--- src/rtl/sync_debounce_edge.sv ---
// Synchroniser + counter-based debouncer with registered level and rise/fall pulses.
// Optional accepted-rising-edge counter enabled by defining EDGE_COUNT_EN.
//
// state   | meaning
// --------+------------------------------------------------------------
// S_LOW   | accepted level 0, d_sync idle low
// S_CHK_H | accepted level 0, counting consecutive high d_sync samples
// S_HIGH  | accepted level 1, d_sync idle high
// S_CHK_L | accepted level 1, counting consecutive low d_sync samples
module sync_debounce_edge #(
  parameter int SYNC_STAGES = 2,
  parameter int DB_CYCLES   = 4,
  parameter int CNT_W       = 8
) (
  input  logic             clk,
  input  logic             rstn,
  input  logic             d,
  output logic             q,
  output logic             rise,
  output logic             fall
`ifdef EDGE_COUNT_EN
  ,
  output logic [CNT_W-1:0] edge_cnt
`endif
);

  localparam int DB_W = $clog2(DB_CYCLES);
  localparam logic [DB_W-1:0] DB_MAX = DB_W'(DB_CYCLES - 1);
  localparam logic [DB_W-1:0] DB_ONE = DB_W'(1);

  typedef enum logic [1:0] {
    S_LOW   = 2'b00,
    S_CHK_H = 2'b01,
    S_HIGH  = 2'b10,
    S_CHK_L = 2'b11
  } state_e;

  logic [SYNC_STAGES-1:0] sync_q, sync_d;
  logic                   d_sync;

  state_e                 state_q, state_d;
  logic [DB_W-1:0]        cnt_q, cnt_d;
  logic                   level_q, level_d;
  logic                   rise_q, rise_d;
  logic                   fall_q, fall_d;

  // Raw d only ever enters sync[0]; everything downstream sees d_sync.
  assign sync_d = {sync_q[SYNC_STAGES-2:0], d};
  assign d_sync = sync_q[SYNC_STAGES-1];

  always_ff @(posedge clk or negedge rstn) begin
    if (!rstn) begin
      sync_q <= '0;
    end else begin
      sync_q <= sync_d;
    end
  end

  always_comb begin
    state_d = state_q;
    cnt_d   = cnt_q;
    level_d = level_q;
    rise_d  = 1'b0;
    fall_d  = 1'b0;
    case (state_q)
      S_LOW: begin
        level_d = 1'b0;
        if (d_sync) begin
          state_d = S_CHK_H;
          cnt_d   = DB_ONE;
        end else begin
          cnt_d = '0;
        end
      end
      S_CHK_H: begin
        level_d = 1'b0;
        if (!d_sync) begin
          state_d = S_LOW;
          cnt_d   = '0;
        end else if (cnt_q == DB_MAX) begin
          state_d = S_HIGH;
          cnt_d   = '0;
          level_d = 1'b1;
          rise_d  = 1'b1;
        end else begin
          cnt_d = cnt_q + DB_ONE;
        end
      end
      S_HIGH: begin
        level_d = 1'b1;
        if (!d_sync) begin
          state_d = S_CHK_L;
          cnt_d   = DB_ONE;
        end else begin
          cnt_d = '0;
        end
      end
      S_CHK_L: begin
        level_d = 1'b1;
        if (d_sync) begin
          state_d = S_HIGH;
          cnt_d   = '0;
        end else if (cnt_q == DB_MAX) begin
          state_d = S_LOW;
          cnt_d   = '0;
          level_d = 1'b0;
          fall_d  = 1'b1;
        end else begin
          cnt_d = cnt_q + DB_ONE;
        end
      end
      default: begin
        state_d = S_LOW;
        cnt_d   = '0;
        level_d = 1'b0;
      end
    endcase
  end

  always_ff @(posedge clk or negedge rstn) begin
    if (!rstn) begin
      state_q <= S_LOW;
      cnt_q   <= '0;
      level_q <= 1'b0;
      rise_q  <= 1'b0;
      fall_q  <= 1'b0;
    end else begin
      state_q <= state_d;
      cnt_q   <= cnt_d;
      level_q <= level_d;
      rise_q  <= rise_d;
      fall_q  <= fall_d;
    end
  end

  assign q    = level_q;
  assign rise = rise_q;
  assign fall = fall_q;

`ifdef EDGE_COUNT_EN
  logic [CNT_W-1:0] edge_cnt_q, edge_cnt_d;

  // Counts from the registered pulse, so it lags rise by one cycle and wraps freely.
  always_comb begin
    edge_cnt_d = edge_cnt_q;
    if (rise_q) begin
      edge_cnt_d = edge_cnt_q + CNT_W'(1);
    end
  end

  always_ff @(posedge clk or negedge rstn) begin
    if (!rstn) begin
      edge_cnt_q <= '0;
    end else begin
      edge_cnt_q <= edge_cnt_d;
    end
  end

  assign edge_cnt = edge_cnt_q;
`endif

endmodule
--- config.mk ---
export PLATFORM = sky130hd
export DESIGN_NAME = sync_debounce_edge
export DESIGN_NICKNAME = d
export VERILOG_FILES = /design/src/rtl/sync_debounce_edge.sv
export SDC_FILE = /design/constraint.sdc
export NUM_CORES = 1
export LEC_CHECK = 0
export ABC_CLOCK_PERIOD_IN_PS = 3150
export CORE_AREA = 3 3 40 42
export DETAILED_ROUTE_END_ITERATION = 8
export DIE_AREA = 0 0 43 45
export GPL_ROUTABILITY_DRIVEN = 0
export HOLD_SLACK_MARGIN = 0.02
export PLACE_DENSITY = 0.47
export SETUP_SLACK_MARGIN = 0.05
export SYNTH_ARGS = -nofsm -noshare
export SYNTH_HDL_FRONTEND = slang
export SYNTH_SLANG_ARGS = --single-unit
--- constraint.sdc ---
create_clock -name clk -period 3.15 [get_ports clk]
set_input_delay 0.63 -clock clk [delete_from_list [all_inputs] [get_ports clk]]
set_output_delay 0.63 -clock clk [all_outputs]
set_load 0.05 [all_outputs]
==> flow_summary.yaml, run 1 <==
routing:
  drt_iter0_drc: 1
  drc: 0
  num_vias: 207
  drt-wirelength-per-cell_um: 10.0
  totalWireLength_um: 470
  vias_per_cell: 4.40
  ant_nets: 0
  dr.pass1.iters: 2
hold_path:
  min_delay_path_depth: 0
  whs_endpoint: "sync_q[1]"
  hold_path_class: "reg2reg"
  min_from: "sync_q[0]"
synth:
  synth_nets: 28
  ys_warn_count: 0
  ys_ff_latch: 9
  synth_top_area_cell: "dfrtp_1"
  postSynthAreaPerCell_um2: 14.7
  synth_cell_type_count: 10
  synth_top_area_share_pct: 66.7
  synth_cells: 23
  netlist_area_um2: 338
  seq_area_frac_synth_pct: 66.7
  synth_area_leaders: "dfrtp_1 (67%), mux2_4 (8.9%), ha_1 (7.4%), nor3b_1 (4.4%), xnor2_1 (2.6%)"
global_route:
  grt_pass1_wl_um: 876
  grt_antenna_before_repair: 0
  grt_pass1_vias: 231
  grt_usage_pct: 6.49
  grt-ovfl-total: 0
  grt_start_max_net_pins: 10
timing:
  finalSetupViolCount: 0
  max_slew_margin_pct: 67.2
  rsz0062_at_grt: "false"
  slew_viol_final: 0
  finalCritPeriodShare_pct: 63.4
  fin_skew_ns: 0.00511
  tns_ns: 0
  min_period_ns: 2.00
  max_freq_mhz: 501
  worst_slew_pin_slew_ns: 0.490
  finalHoldViolations: 0
worst_setup_path:
  critPathMaxFanout: 1
  reg2reg_from: "cnt_q[0]"
  critPathBufInv: 1
  r2r_cells: 3
  criticalPathCategory: "reg2out"
  path_delay_family: "buffers and inverters"
  reg2reg_setup_slack_ns: 2.02
  path_cells: "clkdlybuf4s50_1"
  startpoint_type: "flip-flop"
  cp.arrival_ns: 1.37
  crit_path_max_incr_delay_ns: 0.79
  required_ns: 2.52
  slowest_stage: "clkdlybuf4s50_1"
  worstSetupEndpointType: "primary output"
flow_run:
  maxCapViolations: 0
layout:
  diodes: 0
  nets: 38
  drive_gt1_share_pct: 18.8
  syn_to_final_growth_pct: 28.1
  fillerInstances: 127
clocking:
  cts_setup_buffers: 0
  clkTransAtPathRegs_ns: 0.06
  cts_sinks: 9
  clk_latency_ns: 0.25
  cts_hold_buf: 0
  root_buffer: "clkbuf_4"
  numCtsBuffers: 3
  cts_max_path_buffers: 2
  ctsResizeCount: 0
  cts_tree: "built"
  htree_num_levels: 1
power_and_ir_drop:
  p_per_area_nw_per_um2: 853
  p_leak_nw: 0.200
  finalPower_mw: 0.369
  irDropWorstVdd_mv: 0.351
die:
  core_um2: 1280
  die_h_um: 45
  die-area_um2: 1940
  start_util_pct: 26.3
  pin_count: 6
  core.rowCount: 13
  dieWidth_um: 43
placement:
  io_buffers: 5
  dpl.hpwl_um: 363
run_status:
  status: "completed"
-- cells by family (layout without fill, tap and decap cells) --
| logic type | after synthesis | count (layout) | synth area share [%] |
|---|---|---|---|
| AOI/OAI and AO/OA | 2 | 2 | 3.70 |
| xor gates and xnor gates | 1 | 1 | 2.59 |
| adders and majority gates | 2 | 2 | 7.41 |
| buffers and inverters | 0 | 9 | 0 |
| DFF | 9 | 9 | 66.7 |
| muxes | 2 | 2 | 8.89 |
| and+or+nand+nor | 7 | 7 | 10.7 |
-- synthesized netlist by cell type (all sizes together) --
master / number
xnor2: 1
nor2: 2
mux2: 2
dfrtp: 9
a21oi: 1
nand2: 3
nor3b: 2
ha: 2
o21a: 1
-- cell usage in the layout (no fill, tap or decap) --
master,synthesis,routed
xnor2_1,1,1
nand2_1,2,2
mux2_4,2,2
nand2_2,1,1
o21a_1,1,1
nor2_1,2,2
a21oi_1,1,1
dfrtp_1,9,9
nor3b_1,2,2
ha_1,2,2
clkdlybuf4s50_1,0,5
clkbuf_1,0,1
clkbuf_4,0,3
-- layer usage --
layer	GRT usage, %	up-vias	routed length (um)
met5	0	-	0
met4	0	0	0
met3	6.37	0	69
met2	11.7	9	236
met1	5.49	102	164
li1	-	96	-
-- stage by stage --
step           std cells  hold WS [ns]  cell area (um2)  util, %  worst slack (ns)
2_1_floorplan         23         0.331              338        -              1.93
3_3_place_gp          43         0.340              407     31.6              1.42
3_5_place_dp          43         0.348              407     31.6              1.42
4_1_cts               47         0.361              433     33.7              1.14
5_1_grt               47         0.373              433     33.7              1.11
6_report              47         0.353              433     33.7              1.15
-- power breakdown --
| part | switching, mW | internal [mW] | total (mW) |
|---|---|---|---|
| Combinational | 0.0542 | 0.0539 | 0.108 |
| Clock | 0.0358 | 0.0485 | 0.0843 |
| Sequential | 0.0289 | 0.148 | 0.177 |
| Total | 0.119 | 0.250 | 0.369 |
-- worst max path at each step --
| stage | startpoint | end | slack [ns] | cells past startpoint |
|---|---|---|---|---|
| 2_1_floorplan | fall | fall | 1.93 | 0 |
| 3_3_place_gp | q | q | 1.42 | 1 |
| 3_5_place_dp | q | q | 1.42 | 1 |
| 4_1_cts | q | q | 1.14 | 1 |
| 5_1_grt | rise | rise | 1.11 | 1 |
| 6_report | rise | rise | 1.15 | 1 |
-- layout make-up --
| class | count | area (um2) | share of cell area, % |
|---|---|---|---|
| clock buffers | 4 | 26.3 | 6.07 |
| flip-flops and latches | 9 | 225 | 52.0 |
| repair buffers | 5 | 50.0 | 11.6 |
| multi-input cells | 14 | 113 | 26.0 |
| well taps | 15 | 18.8 | 4.34 |
Power figures use the tool's default switching activity.
==> run 2, diff against run 1 <==
ABC_CLOCK_PERIOD_IN_PS = 1700   (was 3150)
PLACE_DENSITY = 0.49   (was 0.47)
clock period = 1.7 ns   (was 3.15 ns; I/O delays follow)
==> run 2 against run 1 <==
  * Non-clock buffer count stayed put
  * Combinational power is 81% higher
  * Worst hold slack worse by 0.0055 ns
  * Clock skew hardly changed
  * Utilization is 0.58 points lower
  * Global-route usage is 0.26 points higher
  * Design area is 1.7% lower
==> flow_summary.yaml, run 2 (synthesis results as in run 1) <==
placement:
  dpl.hpwl_um: 359
  place_area_um2: 399
  io_buffers: 5
timing:
  rsz0062_at_grt: "false"
  max_slew_margin_pct: 74.7
  worst_slew_pin_slew_ns: 0.379
  fin_skew_ns: 0.00517
  min_period_ns: 1.15
  finalSetupViolCount: 0
  slew_viol_final: 0
  max_freq_mhz: 872
  tns_ns: 0
  finalCritPeriodShare_pct: 67.5
  finalHoldViolations: 0
worst_setup_path:
  required_ns: 1.85
  path_cells: "ha_1, nand2_1, mux2_4"
  worstSetupEndpointType: "flip-flop"
  cp.arrival_ns: 1.30
  startpoint_type: "flip-flop"
  slowest_stage: "dfrtp_1"
  crit_path_max_incr_delay_ns: 0.41
  criticalPathCategory: "reg2reg"
  critPathMaxFanout: 3
layout:
  most-common-layout-cells: "dfrtp_1 (9), clkbuf_4 (3), buf_4 (3)"
  final_core_util_pct: 33.1
  syn_to_final_growth_pct: 25.9
  diodes: 0
  fillerInstances: 133
  finalInstanceArea_um2: 425
  layout_commonest_cell: "dfrtp_1"
  drive_gt1_share_pct: 28.1
  nets: 38
die:
  die_h_um: 45
  die-area_um2: 1940
  core.rowCount: 13
  pin_count: 6
  core_um2: 1280
  dieWidth_um: 43
  start_util_pct: 26.3
global_route:
  grt_use_met3_pct: 3.19
  grt_antenna_before_repair: 0
  globalRouteMet2Util_pct: 9.28
  grt_use_met1_pct: 7.25
  gr-max-usage-layer: "met2"
  grt_pass1_wl_um: 848
  grt_pass1_vias: 207
  grt-ovfl-total: 0
  grt_usage_pct: 6.75
  grt_start_max_net_pins: 10
power_and_ir_drop:
  irDropWorstVdd_mv: 0.416
  p_leak_nw: 0.205
  pwr-share-seq_pct: 47.5
  switching_share_pct: 33.5
  switchingPower_mw: 0.232
  p_clk_share_pct: 24.2
  p_per_area_nw_per_um2: 1630
  p_comb_share_pct: 28.3
  p_int_mw: 0.460
clocking:
  numCtsBuffers: 3
  clk_latency_ns: 0.26
  ctsResizeCount: 0
  clkTransAtPathRegs_ns: 0.06
  cts_sinks: 9
  cts_setup_buffers: 0
  cts_tree: "built"
  htree_num_levels: 1
  cts_hold_buf: 0
  cts_max_path_buffers: 2
  root_buffer: "clkbuf_4"
routing:
  drc: 0
  drt_iter0_drc: 1
  ant_nets: 0
  totalWireLength_um: 526
  dr.pass1.iters: 3
  num_vias: 197
  drt-wirelength-per-cell_um: 11.2
  vias_per_cell: 4.19
flow_run:
  maxCapViolations: 0
hold_path:
  hold_path_class: "reg2reg"
run_status:
  status: "completed"
run 2: final cells by class:
class | instances | area [um2] | area share, %
clock buffers | 4 | 26.3 | 6.18
repair buffers | 5 | 42.5 | 10.0
flip-flops and latches | 9 | 225 | 52.9
multi-input cells | 14 | 113 | 26.5
well taps | 15 | 18.8 | 4.41
run 2: path summary, 6_finish.rpt:
| path | startpoint | to | slack [ns] | depth (start not counted) |
|---|---|---|---|---|
| setup reg to reg | cnt_q[0] | flip-flop | 0.55 | 3 |
| min in group asynchronous | rstn | asynchronous set/reset pin | 0.36 | 1 |
| hold reg to reg | sync_q[0] | sync_q[1] | 0.35 | 0 |
| max in group asynchronous | rstn | cnt_q[1] | 1.07 | 1 |
| setup / recovery | cnt_q[0] | flip-flop | 0.55 | 3 |
| hold / removal | sync_q[0] | sync_q[1] | 0.35 | 0 |
run 2: metal layers:
metal	wire [um]	up-vias
li1	-	93
met1	199	94
met2	262	8
met3	49	2
met4	14	0
met5	0	-
run 2: worst max-delay path, delay by kind of cell (launching register included):
family,cells,cell delay (ns)
mux,1,0.29
flops,1,0.41
simple gates,1,0.09
fa+ha+maj,1,0.24
run 2: power by group through the flow:
stage                     clock [mW]  sequential (mW)  combinational, mW
after floorplan                    0            0.364              0.108
after global placement             0            0.326              0.191
after detailed placement           0            0.333              0.198
after CTS                      0.177            0.329              0.201
after global routing           0.191            0.336              0.220
final                          0.167            0.329              0.196
run 2: through the flow:
step	worst slack (ns)	hold WS (ns)	total power [mW]	instances
5_1_grt	0.521	0.356	0.746	47
3_5_place_dp	0.570	0.335	0.531	43
2_1_floorplan	0.616	0.0444	0.472	23
3_3_place_gp	0.605	0.333	0.516	43
4_1_cts	0.542	0.349	0.707	47
6_report	0.553	0.347	0.692	47
